<file path="src/rtl/proc_pkg.sv">
// Shared ISA definitions for pipeline2: opcode encodings, field widths, operand decode helpers.
// Latency: none. All helpers are pure combinational functions.
// Backpressure: not applicable. This file holds no state and no handshakes.
package proc_pkg;

    localparam int OPC_W    = 6;
    localparam int REG_W    = 5;
    localparam int INSTR_W  = 32;
    localparam int NUM_REGS = 2**REG_W;

    // CALL writes the return address here and RET reads it back.
    localparam logic [REG_W-1:0] LINK_REG = REG_W'(NUM_REGS - 1);

    localparam logic [OPC_W-1:0] OP_LW     = 6'd0;
    localparam logic [OPC_W-1:0] OP_LW_IMM = 6'd1;
    localparam logic [OPC_W-1:0] OP_SW     = 6'd2;
    localparam logic [OPC_W-1:0] OP_ADD    = 6'd3;
    localparam logic [OPC_W-1:0] OP_SUB    = 6'd4;
    localparam logic [OPC_W-1:0] OP_MUL    = 6'd5;
    localparam logic [OPC_W-1:0] OP_DIV    = 6'd6;
    localparam logic [OPC_W-1:0] OP_AND    = 6'd7;
    localparam logic [OPC_W-1:0] OP_OR     = 6'd8;
    localparam logic [OPC_W-1:0] OP_NOT    = 6'd9;
    localparam logic [OPC_W-1:0] OP_CMP    = 6'd10;
    localparam logic [OPC_W-1:0] OP_JR     = 6'd11;
    localparam logic [OPC_W-1:0] OP_JPC    = 6'd12;
    localparam logic [OPC_W-1:0] OP_BRFL   = 6'd13;
    localparam logic [OPC_W-1:0] OP_CALL   = 6'd14;
    localparam logic [OPC_W-1:0] OP_RET    = 6'd15;
    localparam logic [OPC_W-1:0] OP_NOP    = 6'd16;

    typedef enum logic {
        ST_RUN  = 1'b0,
        ST_BUSY = 1'b1
    } hz_state_e;

    // The first source port also covers RET. Its source is the link register.
    // src1_addr selects that address.
    function automatic logic reads_r1(input logic [OPC_W-1:0] op);
        case (op)
            OP_ADD, OP_SUB, OP_MUL, OP_DIV, OP_AND, OP_OR,
            OP_SW, OP_CMP, OP_JR, OP_RET: return 1'b1;
            default:                      return 1'b0;
        endcase
    endfunction

    function automatic logic reads_r2(input logic [OPC_W-1:0] op);
        case (op)
            OP_ADD, OP_SUB, OP_MUL, OP_DIV, OP_AND, OP_OR,
            OP_NOT, OP_LW, OP_SW, OP_CMP: return 1'b1;
            default:                      return 1'b0;
        endcase
    endfunction

    function automatic logic writes_dest(input logic [OPC_W-1:0] op);
        case (op)
            OP_ADD, OP_SUB, OP_MUL, OP_DIV, OP_AND, OP_OR,
            OP_NOT, OP_LW, OP_LW_IMM, OP_CALL: return 1'b1;
            default:                           return 1'b0;
        endcase
    endfunction

    function automatic logic [REG_W-1:0] src1_addr(input logic [OPC_W-1:0] op,
                                                   input logic [REG_W-1:0] r1);
        return (op == OP_RET) ? LINK_REG : r1;
    endfunction

    function automatic logic [REG_W-1:0] dest_addr(input logic [OPC_W-1:0] op,
                                                   input logic [REG_W-1:0] r1);
        return (op == OP_CALL) ? LINK_REG : r1;
    endfunction

endpackage

</file>
<file path="src/rtl/scoreboard.sv">
// Per-register pending-write bits. An issued writer sets its bit and a writeback clears it.
// Latency: lookups are combinational on registered bits. Updates are visible one cycle after the edge.
// Backpressure: none. Set and clear are accepted every cycle, and set wins on the same address.
// Ports: clk_in/RST (sync, active-high), set_en_i/set_addr_i, clr_en_i/clr_addr_i,
//        rd_a_addr_i->rd_a_pend_o, rd_b_addr_i->rd_b_pend_o, pending_o (full bit vector).
module scoreboard
    import proc_pkg::*;
#(
    parameter int AW = REG_W
) (
    input  logic              clk_in,
    input  logic              RST,
    input  logic              set_en_i,
    input  logic [AW-1:0]     set_addr_i,
    input  logic              clr_en_i,
    input  logic [AW-1:0]     clr_addr_i,
    input  logic [AW-1:0]     rd_a_addr_i,
    output logic              rd_a_pend_o,
    input  logic [AW-1:0]     rd_b_addr_i,
    output logic              rd_b_pend_o,
    output logic [2**AW-1:0]  pending_o
);

    logic [2**AW-1:0] pending_q, pending_d;
    logic [2**AW-1:0] set_mask, clr_mask;

    always_comb begin
        set_mask = '0;
        clr_mask = '0;
        if (set_en_i) set_mask[set_addr_i] = 1'b1;
        if (clr_en_i) clr_mask[clr_addr_i] = 1'b1;
        // The clear is applied first, so a new producer issued on the
        // writeback edge of an older one keeps the register marked busy.
        pending_d = (pending_q & ~clr_mask) | set_mask;
    end

    always_ff @(posedge clk_in) begin
        if (RST) pending_q <= '0;
        else     pending_q <= pending_d;
    end

    assign rd_a_pend_o = pending_q[rd_a_addr_i];
    assign rd_b_pend_o = pending_q[rd_b_addr_i];
    assign pending_o   = pending_q;

endmodule

</file>
<file path="src/rtl/hazard_ctrl.sv">
// Decode-stage issue control. Stalls ID on RAW, flag and MUL/DIV-occupancy hazards, and flushes IF/ID on EX redirect.
// Latency: issue/stall/flush are combinational in the same cycle. The scoreboard and busy state update at the edge.
// Backpressure: stall holds PC and IF/ID. While BUSY, stall holds for CYCLES-1 cycles after the multi-cycle op issues.
// Ports: clk_in/RST (sync, active-high), id_valid/id_instr, wb_en/wb_addr, flag_wb, ex_redirect
//        -> issue, stall, flush, busy, pending (scoreboard bits).
module hazard_ctrl
    import proc_pkg::*;
#(
    parameter int OPCODE_WIDTH   = 6,
    parameter int REG_ADDR_WIDTH = 5,
    parameter int INSTR_WIDTH    = 32,
    parameter int MUL_CYCLES     = 2,
    parameter int DIV_CYCLES     = 16
) (
    input  logic                         clk_in,
    input  logic                         RST,
    input  logic                         id_valid,
    input  logic [INSTR_WIDTH-1:0]       id_instr,
    input  logic                         wb_en,
    input  logic [REG_ADDR_WIDTH-1:0]    wb_addr,
    input  logic                         flag_wb,
    input  logic                         ex_redirect,
    output logic                         issue,
    output logic                         stall,
    output logic                         flush,
    output logic                         busy,
    output logic [2**REG_ADDR_WIDTH-1:0] pending
);

    localparam int MAX_CYC = (DIV_CYCLES > MUL_CYCLES) ? DIV_CYCLES : MUL_CYCLES;
    localparam int CNT_W   = (MAX_CYC > 2) ? $clog2(MAX_CYC) : 1;
    // The issue edge and the final RUN-return cycle are not counted, so the
    // counter starts at CYCLES-2.
    localparam logic [CNT_W-1:0] MUL_LOAD = CNT_W'((MUL_CYCLES > 1) ? MUL_CYCLES - 2 : 0);
    localparam logic [CNT_W-1:0] DIV_LOAD = CNT_W'((DIV_CYCLES > 1) ? DIV_CYCLES - 2 : 0);

    hz_state_e                 state_q, state_d;
    logic [CNT_W-1:0]          cnt_q, cnt_d;
    logic                      flag_pend_q;

    logic [OPCODE_WIDTH-1:0]   op;
    logic [REG_ADDR_WIDTH-1:0] r1, r2, src_a, dest;
    logic                      rd_a, rd_b, pend_a, pend_b;
    logic                      raw, flag_haz;
    logic                      issue_c, stall_c, flush_c, busy_c;
    logic                      unused_imm;

    assign op         = id_instr[OPCODE_WIDTH-1:0];
    assign r1         = id_instr[OPCODE_WIDTH +: REG_ADDR_WIDTH];
    assign r2         = id_instr[OPCODE_WIDTH+REG_ADDR_WIDTH +: REG_ADDR_WIDTH];
    assign unused_imm = ^id_instr[INSTR_WIDTH-1:OPCODE_WIDTH+2*REG_ADDR_WIDTH];

    assign src_a = src1_addr(op, r1);
    assign dest  = dest_addr(op, r1);
    assign rd_a  = reads_r1(op);
    assign rd_b  = reads_r2(op);

    // The register file is write-before-read, so a source being written back
    // this cycle is already safe to read.
    assign raw = (rd_a & pend_a & ~(wb_en && (wb_addr == src_a)))
               | (rd_b & pend_b & ~(wb_en && (wb_addr == r2)));
    assign flag_haz = (op == OP_BRFL) & flag_pend_q & ~flag_wb;

    scoreboard #(.AW(REG_ADDR_WIDTH)) u_scoreboard (
        .clk_in      (clk_in),
        .RST         (RST),
        .set_en_i    (issue_c & writes_dest(op)),
        .set_addr_i  (dest),
        .clr_en_i    (wb_en),
        .clr_addr_i  (wb_addr),
        .rd_a_addr_i (src_a),
        .rd_a_pend_o (pend_a),
        .rd_b_addr_i (r2),
        .rd_b_pend_o (pend_b),
        .pending_o   (pending)
    );

    always_comb begin
        state_d = state_q;
        cnt_d   = cnt_q;
        issue_c = 1'b0;
        stall_c = 1'b0;
        flush_c = 1'b0;
        busy_c  = 1'b0;
        case (state_q)
            ST_RUN: begin
                // A redirect kills the ID instruction. It neither issues nor stalls.
                flush_c = ex_redirect;
                issue_c = id_valid & ~raw & ~flag_haz & ~ex_redirect;
                stall_c = id_valid & (raw | flag_haz) & ~ex_redirect;
                if (issue_c && (op == OP_MUL) && (MUL_CYCLES > 1)) begin
                    cnt_d   = MUL_LOAD;
                    state_d = ST_BUSY;
                end else if (issue_c && (op == OP_DIV) && (DIV_CYCLES > 1)) begin
                    cnt_d   = DIV_LOAD;
                    state_d = ST_BUSY;
                end
            end
            ST_BUSY: begin
                stall_c = 1'b1;
                busy_c  = 1'b1;
                if (cnt_q == '0) state_d = ST_RUN;
                else             cnt_d   = cnt_q - 1'b1;
            end
            default: state_d = ST_RUN;
        endcase
        if (RST) begin
            issue_c = 1'b0;
            stall_c = 1'b0;
            flush_c = 1'b0;
            busy_c  = 1'b0;
        end
    end

    always_ff @(posedge clk_in) begin
        if (RST) begin
            state_q     <= ST_RUN;
            cnt_q       <= '0;
            flag_pend_q <= 1'b0;
        end else begin
            state_q <= state_d;
            cnt_q   <= cnt_d;
            if (issue_c && (op == OP_CMP)) flag_pend_q <= 1'b1;
            else if (flag_wb)              flag_pend_q <= 1'b0;
        end
    end

    assign issue = issue_c;
    assign stall = stall_c;
    assign flush = flush_c;
    assign busy  = busy_c;

    // EX cannot resolve a branch while the multi-cycle unit owns it. A redirect
    // here is ignored by the FSM.
    a_no_redirect_in_busy: assert property (@(posedge clk_in) disable iff (RST)
        !((state_q == ST_BUSY) && ex_redirect));

endmodule

</file>
<file path="config.mk">
export PLATFORM = sky130hd
export DESIGN_NAME = hazard_ctrl
export DESIGN_NICKNAME = d
export VERILOG_FILES = /design/src/rtl/proc_pkg.sv /design/src/rtl/scoreboard.sv /design/src/rtl/hazard_ctrl.sv
export SDC_FILE = /design/constraint.sdc
export NUM_CORES = 1
export LEC_CHECK = 0
export CORE_ASPECT_RATIO = 1.2
export CORE_UTILIZATION = 45
export CTS_CLUSTER_DIAMETER = 100
export DETAILED_ROUTE_END_ITERATION = 10
export PLACE_DENSITY = 0.76
export SYNTH_ARGS = -nofsm -noshare
export SYNTH_HDL_FRONTEND = slang
export SYNTH_SLANG_ARGS = --single-unit
</file>
<file path="constraint.sdc">
create_clock -name clk_in -period 6.47 [get_ports clk_in]
set_input_delay 1.294 -clock clk_in [delete_from_list [all_inputs] [get_ports clk_in]]
set_output_delay 1.294 -clock clk_in [all_outputs]
set_load 0.005 [all_outputs]
</file>
==> Word level (Yosys, flattened, before mapping) <==
Memory sizes are Yosys's and may differ from the RTL's.
Index checks and enable logic that the tools add are counted.
{ "word_totals": {"rom_bits": 48, "n_memories": 3, "in_bits": 43, "reg_bits": 38, "output_inout_bits": 36} }
{ "mem_list": {"columns": ["name", "depth", "word_bits", "read_ports", "rd_clocked_by_memory_dff", "wr", "line", "rtl"], "rows": [
  ["(name not given)", 16, 1, 1, 0, 0, "proc_pkg.sv:56", "case (op)"],
  ["(name not given)", 16, 1, 1, 0, 0, "proc_pkg.sv:48", "case (op)"],
  ["(name not given)", 16, 1, 1, 0, 0, "proc_pkg.sv:40", "case (op)"]
]} }
{ "classes": {"bitwise_logic": 24, "eq_ne": 10, "reduce_logical": 11, "addsub": 1, "n_lt_le_gt_ge": 6, "n_mux": 33} }
{ "ops": {"columns": ["op", "n"], "rows": [
  ["32-bit 2-to-1 mux", 2],
  ["32-bit AND", 1],
  ["32-bit inverter", 1],
  ["32-bit bitwise OR", 1],
  ["6-bit by 4-bit == test with 1-bit output, second input constant", 4],
  ["5-bit by 6-bit < comparator with 1-bit output, second input constant", 4],
  ["1-bit 2-to-1 mux", 19],
  ["1-bit AND", 12],
  ["6-bit by 3-bit == test with 1-bit output, second input constant", 2],
  ["4-bit 2-to-1 mux", 3],
  ["1-bit binary-select mux with 5-bit select", 2],
  ["1-bit demux with 5-bit select", 2],
  ["5-bit == test", 2],
  ["5-bit by 1-bit greater-or-equal comparator with 1-bit output, second input constant", 2],
  ["5-bit 2-to-1 mux", 2],
  ["4-bit case mux with 2 select lines", 1],
  ["1-bit logical AND", 7],
  ["1-bit inverter", 7],
  ["4-bit zero test", 1],
  ["1-bit case mux with 2 select lines", 2],
  ["4-bit by 1-bit subtractor with 4-bit output, second input constant", 1],
  ["3-bit != test, second input constant", 1],
  ["2-bit zero test", 1],
  ["2-bit != test, second input constant", 1],
  ["3 further kinds", 4]
]} }

==> Logic depth before layout (Yosys ltp) <==
Gate-level depths: netlist of run 1.
{ "depth": {"word_depth": 16, "depth_mapped": 12, "depth_no_buf": 9} }

==> By module <==
From an unflattened synthesis of run 1, not the netlist that was laid out.
{ "unflattened": {"hier_cells": 354, "area_unflattened_um2": 2780.2} }
{ "by_module_without_submodules": {"columns": ["mod", "area_per_inst_um2", "cells_each", "instances", "seq_area_each_um2"], "rows": [
  ["scoreboard", 1936.9, 243, 1, 640.6],
  ["hazard_ctrl", 843.3, 111, 1, 120.1]
]} }

==> Worst setup path after synthesis of run 1 <==
OpenSTA, ideal clock, no wires.
{ "synth_path": {"kind": "input to output", "startpoint": "in id_instr[5]", "endpoint": "out stall", "path_buffers": 1, "arrival_time_ps": 3148, "required_ps": 5176, "stages": 10, "path_slack_ps": 2028, "path_cell_list": "nor2_1 -> and3_1 -> buf_2 -> a21oi_1 -> o32ai_1 -> a22oi_1 -> nor3_1 -> or2_1 -> a21oi_1 -> nor2_1"} }
{ "synth_between": {"elab_chain_len": 12, "elab_cells_between_ends": 23, "classes_between": "eq/ne (3); mux (7); bitwise (11); reduce/logical (2)"} }
{ "synth_lines": {"columns": ["item", "line", "rtl"], "rows": [
  ["start, declared", "hazard_ctrl.sv:18", "input logic [INSTR_WIDTH-1:0] id_instr,"],
  ["6-bit by 4-bit == test with 1-bit output", "proc_pkg.sv:65", "return (op == OP_RET) ? LINK_REG : r1;"],
  ["5-bit 2-to-1 mux", "proc_pkg.sv:65", null],
  ["1-bit binary-select mux with 5-bit select or 5-bit == test (tied branches)", "scoreboard.sv:42, hazard_ctrl.sv:60", null],
  ["1-bit 2-to-1 mux (not written as such) or 1-bit logical AND (tied branches)", "scoreboard.sv:42, hazard_ctrl.sv:60", null],
  ["1-bit AND or 1-bit inverter (tied branches)", "hazard_ctrl.sv:60", "assign raw = (rd_a & pend_a & ~(wb_en && (wb_addr == src_a)))"],
  ["1-bit AND", "hazard_ctrl.sv:60", null],
  ["1-bit bitwise OR", "hazard_ctrl.sv:61", "| (rd_b & pend_b & ~(wb_en && (wb_addr == r2)));"],
  ["1-bit bitwise OR (*)", "hazard_ctrl.sv:90", "stall_c = id_valid & (raw | flag_haz) & ~ex_redirect;"],
  ["1-bit AND (*) (2 in series)", "hazard_ctrl.sv:90", null],
  ["1-bit case mux with 2 select lines (*)", "hazard_ctrl.sv:85", "case (state_q)"],
  ["1-bit 2-to-1 mux (*)", "hazard_ctrl.sv:107", "if (RST) begin"],
  ["end, declared", "hazard_ctrl.sv:24", "output logic stall,"]
]} }
Every way passes the cells marked *; elsewhere a longest branch is shown, timed or not. The select of a mux whose other input is x is not followed.

==> Worst setup path after layout of run 1 <==
{ "layout_path": {"startpoint": "in id_instr[3]", "endpoint": "out stall"} }
The elaborated chain is that of the path after synthesis.

==> results of run 1 <==
## how the worst max path moves through the flow
stage,startpoint,end,slack [ns],cells after the start
2_1_floorplan,id_instr[5],stall,2.03,10
3_3_place_gp,id_instr[12],stall,0.61,10
3_5_place_dp,id_instr[12],stall,0.60,10
4_1_cts,id_instr[12],stall,0.59,10
5_1_grt,id_instr[3],stall,0.31,11
6_report,id_instr[3],stall,0.58,11
## final cells by class
class / instances / area (um2) / area share
sequential: 38 / 760.7 / 0.2198
inverter: 10 / 37.54 / 0.01085
tap: 80 / 100.1 / 0.02892
timing repair buffer: 66 / 650.6 / 0.1880
multi-input combinational: 260 / 1829 / 0.5286
clock buffer: 6 / 82.58 / 0.02386
## placed cells by master (no fill, tap or decap), types with 2 or more instances in the layout
cell type	count
clkdlybuf4s50_1	62
dfxtp_1	38
o21ai_0	35
nand2_1	31
nand3b_1	22
nor2b_1	21
nor2_1	15
mux4_2	11
inv_1	10
a21oi_1	10
o21ai_1	10
nand3_1	8
nor3_1	8
o21ai_2	8
and3_1	7
mux2i_1	7
nand4_1	7
xnor2_1	6
clkbuf_8	6
or2_2	4
nor3b_1	4
buf_4	4
o32ai_1	3
a311oi_1	3
nand2b_1	3
nor4_1	3
a211o_1	2
mux4_1	2
mux2_2	2
a211oi_1	2
a22oi_1	2
a31oi_1	2
and2_1	2
ha_1	2
## state kept, by name, indices dropped and copies added, names as in the netlist
| name | flops |
|---|---|
| state_q | 1 |
| u_scoreboard.pending_o | 32 |
| cnt_q | 4 |
| flag_pend_q | 1 |
## per-layer routing
metal	track usage	share of wire	vias up
li1	-	-	1321
met1	0.3582	0.41	1330
met2	0.4646	0.48	165
met4	0.1014	0.032	0
met5	0	0	-
met3	0.03107	0.085	29
## cell usage after synthesis, types with 2 or more instances
master / instances
a211o_1: 2
a211oi_1: 2
a21oi_1: 10
a22oi_1: 2
a311oi_1: 3
a31oi_1: 2
and2_1: 2
and3_1: 7
buf_2: 5
buf_6: 3
clkbuf_1: 17
dfxtp_1: 38
ha_1: 2
inv_1: 10
mux2_2: 2
mux2i_1: 7
mux4_1: 2
mux4_2: 11
nand2_1: 31
nand2b_1: 3
nand3_1: 8
nand3b_1: 22
nand4_1: 7
nor2_1: 15
nor2b_1: 21
nor3_1: 8
nor3b_1: 4
nor4_1: 3
o21ai_0: 35
o21ai_1: 10
o21ai_2: 8
o32ai_1: 3
or2_2: 4
xnor2_1: 6
## power groups by stage
stage | logic (W) | registers (W) | clock network [W]
6_report | 0.0000870 | 0.000235 | 0.000165
5_1_grt | 0.0000928 | 0.000235 | 0.000177
4_1_cts | 0.0000856 | 0.000235 | 0.000167
3_5_place_dp | 0.0000851 | 0.000240 | 0
3_3_place_gp | 0.0000839 | 0.000240 | 0
2_1_floorplan | 0.0000541 | 0.000240 | 0
## kinds of logic after synthesis
family,Yosys count,synth area share
adder cells (fa/ha/maj),2,0.009073
buffers and inverters,36,0.06080
XOR/XNOR,7,0.02223
multiplexers,23,0.1466
AO/OA/AOI/OAI,87,0.1983
flip-flops,38,0.2759
AND/OR/NAND/NOR,141,0.2872
## worst max-delay path, delay by kind of cell
family | cells | cell delay, ns
buffers and inverters | 2 | 1.17
AO/OA/AOI/OAI | 3 | 0.53
AND/OR/NAND/NOR | 6 | 1.59
## stage by stage
stage                     hold slack (ns)  cell area, um2  std cells
final                              0.5082            3461        460
after global routing               0.5267            3461        460
after CTS                          0.5048            3461        460
after detailed placement           0.4948            3378        454
after global placement             0.4742            3378        454
after floorplan                    0.4551            2758        334
==> run_results.csv, run 1 <==
group,metric,value,unit
outcome,status,"finished clean",
pwr,p_sw_frac,0.2711,
drt,drcViolationCount,0,
synthesis,ys_types,53,
clock_tree,post_cts_buffers,0,
sta,setup_slack,0.5831,ns
critical_path,crit_fanout,12,
worst_hold_path,worstHoldPathCells,2,
pwr,total_power,0.0004862,W
clock_tree,cts_buffer_depth,2,
pwr,seq_power_share,0.483,
synthesis,synth.avg_cell_area,8.256,um2
clock_tree,cts.clk_slew.worst_paths,0.07,ns
floorplan,num_rows,30,
critical_path,worstPathArrival,4.59,ns
clock_tree,cts.sinks,38,
placement,io_buffers,62,
grt,antenna_found_initial,0,
synthesis,yosys_warnings,0,
drt,routed_wl,8429,um
drt,num_vias,2845,
critical_path,critical_path_class,"input pin to output port",
sta,fin_crit_sh,0.9099,
pwr,p_per_area,140.5,nW/um2
sta,clock_skew,0.005252,ns
final_layout,area_growth_syn_to_layout,25.50,%
drt,via_per_inst,6.185,
critical_path,endpoint_kind,"output port",
synthesis,synth_nets,379,
sta,max_freq,0.1699,GHz
critical_path,cp_slowest_stage_delay,0.67,ns
pwr,switchingPower,0.0001318,W
pwr,power.internal,0.0003544,W
final_layout,fin_util,0.5987,
synthesis,synth.cell_area,2758,um2
grt,first_global_vias,2657,
clock_tree,root_buffer,"clkbuf_8",
pwr,clock_power_share,0.339,
clock_tree,cts_tree,"yes",
sta,fin_tns_setup,0,ns
critical_path,worst_setup_path_start_kind,"input pin",
floorplan,initial_utilization,0.4771,
sta,finalSetupViolCount,0,
clock_tree,postCtsHoldBufs,0,
critical_path,reg2reg_setup_slack,3.40,ns
floorplan,die-area,6446,um2
synthesis,synth.top_cell.area_share,0.2759,
synthesis,syn_inst,334,
clock_tree,cts-htree-levels,2,
critical_path,cp.required,5.18,ns
grt,overflow,0,
synthesis,seq_area_frac_synth,0.2759,
drt,wl_per_cell,18.32,um
placement,dp_slack,0.6023,ns
clock_tree,post_cts_resized,0,
floorplan,die_h,87.76,um
worst_hold_path,hold_class,"flop to flop",
sta,grt_setup_unrepaired,"false",
floorplan,core,5781,um2
pwr,ir_drop,0.09174,mV
drt,detail-route-antenna-nets,0,
sta,hold_viol,0,
critical_path,r2r-start,"u_scoreboard.pending_o[3]",
floorplan,pin_count,79,
final_layout,n_antenna_cell,0,
critical_path,crit_chain,"clkdlybuf4s50_1 -> and3_1 -> and3_1 -> nor4b_1 -> o32ai_1 -> a22oi_1 -> nor3_1 -> or2_1 -> a21oi_1 -> nor2_1 -> clkdlybuf4s50_1",
critical_path,worst_r2r_path_depth,9,
synthesis,synth.area.top_cells,"dfxtp_1, mux4_2, o21ai_0",
worst_hold_path,min_from,"cnt_q[3]",
sta,slew-limit-headroom,0.4296,
drt,drt_iter0_markers,195,
final_layout,drive_above_1_share,0.09474,
grt,grtUsageTotal,0.2744,
clock_tree,numCtsBuffers,5,
synthesis,ys_ff_latch,38,
synthesis,synth-main-ff-cell,"dfxtp_1",
grt,grt_max_degree,42,
synthesis,yosys.area.top_type,"dfxtp_1",
drt,dr.pass1.iters,5,
final_layout,layout.nets,426,
sta,min_period,5.887,ns
floorplan,die_w,73.46,um
grt,grt_first_pass_wirelength,13400,um
job,drv_cap,0,
pwr,leakage,1.165,nW
critical_path,reg2reg_to,"u_scoreboard.pending_o[0]",
placement,dpl.hpwl,6031,um
placement,gp_congestion,0.9013,
critical_path,cp_slowest_cell,"clkdlybuf4s50_1",
synthesis,synthArstFlopShare,0,
clock_tree,clk_latency,0.29,ns
synthesis,synth_edf_count,0,
sta,worst_pin_slew,0.8478,ns
sta,slew_viol_final,0,
pwr,p_comb_frac,0.179,
worst_hold_path,hold_end,"cnt_q[3]",
final_layout,nFillCells,561,
(Power assumes the default switching activity.)
==> run 2, diff against run 1 <==
clock period = 7.6 ns   (was 6.47 ns; I/O delays follow)
==> run 2 against run 1 <==
Flip-flop and latch count is the same. Worst hold slack worse by 0.0062 ns. Core utilization shrank 0.17 points. Global-route usage down 0.16 points. Clock-buffer cell count did not move. Final area down 0.29%. Register-to-register slack better by 1.2 ns. Non-clock buffer count down 3.
==> run_results.csv, run 2 (synthesized netlist as in run 1, its figures left out) <==
group,metric,value,unit
clock_tree,post_cts_buffers,0,
pwr,ir_drop,0.09283,mV
sta,slew_viol_final,0,
clock_tree,cts.sinks,38,
drt,dr.pass1.iters,4,
critical_path,worstPathArrival,4.94,ns
floorplan,core,5781,um2
drt,drcViolationCount,0,
critical_path,critical_path_class,"input pin to output port",
clock_tree,root_buffer,"clkbuf_8",
grt,first_global_vias,2674,
drt,drt_iter0_markers,196,
drt,detail-route-antenna-nets,0,
sta,clock_skew,0.008375,ns
worst_hold_path,hold_class,"flop to flop",
clock_tree,numCtsBuffers,5,
floorplan,die-area,6446,um2
final_layout,seq_area,760.7,um2
grt,grtUsageTotal,0.2728,
final_layout,drive_above_1_share,0.09235,
outcome,status,"finished clean",
clock_tree,cts_tree,"yes",
clock_tree,postCtsHoldBufs,0,
floorplan,die_h,87.76,um
placement,dp_slack,1.165,ns
sta,min_period,6.457,ns
final_layout,largest_reg_flops,32,
final_layout,area_growth_syn_to_layout,25.14,%
critical_path,worst_setup_path_start_kind,"input pin",
sta,fin_crit_sh,0.8497,
clock_tree,cts.clk_slew.worst_paths,0.07,ns
final_layout,final_cell_mix,"clkdlybuf4s50_1, dfxtp_1, o21ai_0, nand2_1, nand3b_1",
sta,worst_pin_slew,0.7657,ns
floorplan,initial_utilization,0.4771,
grt,antenna_found_initial,0,
final_layout,stdcell_count,459,
drt,routed_wl,8420,um
critical_path,reg2reg_setup_slack,4.60,ns
sta,fin_tns_setup,0,ns
critical_path,endpoint_kind,"output port",
floorplan,pin_count,79,
drt,num_vias,2805,
final_layout,n_antenna_cell,0,
placement,io_buffers,62,
final_layout,layout_commonest_cell,"clkdlybuf4s50_1",
grt,grt_max_degree,42,
clock_tree,clk_latency,0.30,ns
final_layout,layout.nets,423,
pwr,leakage,1.154,nW
critical_path,crit_fanout,10,
critical_path,cp.required,6.08,ns
sta,setup_slack,1.143,ns
placement,dpl.hpwl,5999,um
clock_tree,cts_buffer_depth,2,
placement,gp_congestion,0.9058,
final_layout,nFillCells,566,
drt,via_per_inst,6.111,
placement,dp_cells,451,
clock_tree,cts-htree-levels,2,
final_layout,multi_input_area,1829,um2
floorplan,die_w,73.46,um
floorplan,num_rows,30,
sta,max_freq,0.1549,GHz
sta,finalSetupViolCount,0,
sta,grt_setup_unrepaired,"false",
sta,hold_viol,0,
clock_tree,post_cts_resized,0,
grt,grt_first_pass_wirelength,13280,um
sta,slew-limit-headroom,0.4880,
job,drv_cap,0,
grt,overflow,0,
drt,wl_per_cell,18.34,um
pwr,p_per_area,121.8,nW/um2
[run 2: stage by stage]
stage	util	total power, W	instance area, um2	hold WS (ns)
floorplan	-	0.0002503	2758	0.4551
global placement	0.5805	0.0002744	3356	0.4738
detailed placement	0.5805	0.0002752	3356	0.4874
CTS	0.5970	0.0004222	3451	0.4972
global route	0.5970	0.0004362	3451	0.5253
finish	0.5970	0.0004202	3451	0.5020
[run 2: path summary, 6_finish.rpt]
check / start / endpoint / cells after the start
setup / recovery: id_instr[12] / stall / 11
hold / removal: cnt_q[3] / cnt_q[3] / 2
setup reg to reg: u_scoreboard.pending_o[3] / u_scoreboard.pending_o[12] / 9
hold reg to reg: cnt_q[3] / cnt_q[3] / 2
[run 2: critical path: stages]
cell	delay, ns
clkdlybuf4s50_1	0.95
mux4_2	0.59
nor2b_1	0.14
a2111oi_1	0.39
a31oi_1	0.08
o311ai_1	0.12
nand2_1	0.17
or2_1	0.30
a21oi_1	0.16
nor2_1	0.06
clkdlybuf4s50_1	0.45
[run 2: metal layers]
metal / up-vias / wire length (um) / track usage
met2: 140 / 4027 / 0.4604
met1: 1319 / 3559 / 0.3319
li1: 1317 / - / -
met3: 29 / 519 / 0.04258
met4: 0 / 315 / 0.1451
met5: - / 0 / 0
[run 2: where the power goes]
part | switching [W] | internal, W | total (W)
clock network | 0.0000752 | 0.0000730 | 0.000148
logic | 0.0000410 | 0.0000314 | 0.0000724
registers | 0.000000385 | 0.000199 | 0.000200
[run 2: cell type report]
class                   instances  share of cell area
clock buffers                   6             0.02393
inverters                      10             0.01088
well taps                      80             0.02901
clock inverters                 2            0.003626
multi-input cells             260              0.5301
flip-flops and latches         38              0.2204
repair buffers                 63              0.1820
==> run 3, diff against run 2 <==
CORE_UTILIZATION = 44   (was 45)
PLACE_DENSITY = 0.78   (was 0.76)
clock period = 5.6 ns   (was 7.6 ns; I/O delays follow)
==> run 3 against run 2 <==
Critical path depth did not move. Final cell count up 2.8%. Worst hold slack got worse by 0.0031 ns. Clock skew increased by 0.0013 ns. Highest routed layer unchanged.
==> run_results.csv, run 3 (synthesized netlist as in run 1, its figures left out) <==
group,metric,value,unit
pwr,p_sw_frac,0.2766,
pwr,clock_power_share,0.328,
pwr,p_per_area,158.2,nW/um2
sta,slew_viol_final,0,
clock_tree,post_cts_resized,0,
clock_tree,post_cts_buffers,0,
pwr,switchingPower,0.0001544,W
pwr,ir_drop,0.1240,mV
floorplan,num_rows,31,
final_layout,largest_reg_flops,32,
final_layout,final_cell_mix,"clkdlybuf4s50_1, dfxtp_1, o21ai_0, nand2_1, nand3b_1",
critical_path,cp_top_family,"buffers and inverters",
critical_path,path_depth,11,
clock_tree,cts.sinks,38,
final_layout,drive_above_1_share,0.1154,
sta,finalSetupViolCount,0,
critical_path,cp_slowest_cell,"clkdlybuf4s50_1",
worst_hold_path,hold_class,"flop to flop",
critical_path,worst_setup_path_start_kind,"input pin",
floorplan,die-area,6590,um2
grt,grt_max_degree,42,
drt,detail-route-antenna-nets,0,
placement,dpl.hpwl,6075,um
pwr,leakage,1.202,nW
clock_tree,cts.clk_slew.worst_paths,0.08,ns
sta,fin_crit_sh,0.9490,
pwr,seq_power_share,0.486,
floorplan,initial_utilization,0.4557,
floorplan,die_w,74.27,um
drt,wl_per_cell,17.51,um
drt,dr.pass1.iters,5,
final_layout,layout.nets,435,
grt,first_global_vias,2563,
sta,slew-limit-headroom,0.5404,
final_layout,multi_input_area,1829,um2
floorplan,die_h,88.73,um
pwr,power.internal,0.0004038,W
drt,drt_iter0_markers,159,
pwr,p_comb_frac,0.187,
critical_path,cp.required,4.48,ns
final_layout,nFillCells,581,
clock_tree,cts_tree,"yes",
critical_path,endpoint_kind,"output port",
sta,max_freq,0.1882,GHz
clock_tree,postCtsHoldBufs,0,
grt,grt_first_pass_wirelength,12920,um
final_layout,layout_commonest_cell,"clkdlybuf4s50_1",
critical_path,critPathMostFrequentCell,"clkdlybuf4s50_1",
drt,num_vias,2861,
worst_hold_path,worstHoldPathCells,2,
grt,grtUsageTotal,0.2640,
critical_path,crit_chain,"clkdlybuf4s50_1 -> mux4_2 -> nor2b_1 -> a2111oi_1 -> a31oi_1 -> o311ai_1 -> nand2_1 -> or2_1 -> a21oi_1 -> nor2_1 -> clkdlybuf4s50_1",
drt,routed_wl,8265,um
placement,io_buffers,62,
sta,hold_viol,0,
grt,overflow,0,
grt,antenna_found_initial,0,
sta,clock_skew,0.009681,ns
floorplan,pin_count,79,
clock_tree,cts-htree-levels,2,
job,drv_cap,0,
sta,worst_pin_slew,0.6831,ns
sta,fin_tns_setup,0,ns
clock_tree,root_buffer,"clkbuf_8",
critical_path,critical_path_class,"input pin to output port",
clock_tree,clk_latency,0.30,ns
sta,min_period,5.314,ns
final_layout,seq_area,760.7,um2
clock_tree,cts_buffer_depth,2,
clock_tree,numCtsBuffers,5,
critical_path,worst_r2r_path_depth,9,
critical_path,reg2reg_setup_slack,2.56,ns
placement,gp_congestion,0.9126,
final_layout,area_growth_syn_to_layout,27.95,%
floorplan,core,6051,um2
outcome,status,"finished clean",
final_layout,n_antenna_cell,0,
sta,holdWs,0.4989,ns
drt,drcViolationCount,0,
critical_path,worstPathArrival,4.19,ns
sta,grt_setup_unrepaired,"false",
critical_path,path_buf_inv,2,
critical_path,crit_fanout,4,
drt,via_per_inst,6.061,
critical_path,cp_slowest_stage_delay,0.65,ns
## run 3: cell count changes in the layout (fill, tap and decap cells not counted)
| cell | change |
|---|---|
| buf_4 | +12 |
| clkbuf_1 | +1 |
| clkinv_2 | -1 |
| clkbuf_8 | -1 |
## run 3: stage by stage
step	utilization	worst slack [ns]	cell area [um2]	cells	power, W
3_3_place_gp	0.5699	0.3300	3448	465	0.0003785
3_5_place_dp	0.5699	0.3110	3448	465	0.0003797
6_report	0.5831	0.2859	3528	472	0.0005581
4_1_cts	0.5831	0.2965	3528	472	0.0005608
5_1_grt	0.5831	0.04919	3528	472	0.0005816
2_1_floorplan	-	1.506	2758	334	0.0003398
## run 3: worst register-to-register path, stage by stage, from the launching register on
cell,delay [ns]
dfxtp_1,0.34
mux4_2,0.48
nor2b_1,0.14
a2111oi_1,0.42
a31oi_1,0.08
o311ai_1,0.12
nand2_1,0.17
nor4_2,0.34
or3b_1,0.65
o21ai_2,0.23
## run 3: power by group through the flow
stage / clock network, W / registers, W / logic, W
5_1_grt: 0.000198 / 0.000271 / 0.000112
2_1_floorplan: 0 / 0.000277 / 0.0000625
4_1_cts: 0.000187 / 0.000271 / 0.000103
6_report: 0.000183 / 0.000271 / 0.000104
3_3_place_gp: 0 / 0.000277 / 0.000101
3_5_place_dp: 0 / 0.000277 / 0.000102
## run 3: area by class of cell
cell class                 count  area share
sequential                    38      0.2156
inverter                      10     0.01064
tap                           82     0.02908
multi-input combinational    260      0.5184
clock buffer                   6     0.02057
timing repair buffer          75      0.2035
clock inverter                 1    0.002128
## run 3: worst paths after layout
kind	start	end
max	id_instr[12]	stall
max reg2reg	u_scoreboard.pending_o[3]	u_scoreboard.pending_o[16]
min reg2reg	cnt_q[3]	cnt_q[3]
min	cnt_q[3]	cnt_q[3]
## run 3: routing by layer
| layer | vias to the layer above | global-route usage | part of all wire |
|---|---|---|---|
| met3 | 23 | 0.04670 | 0.065 |
| met1 | 1363 | 0.3336 | 0.42 |
| met5 | - | 0 | 0 |
| met4 | 0 | 0.1389 | 0.035 |
| met2 | 132 | 0.4281 | 0.48 |
| li1 | 1343 | - | - |
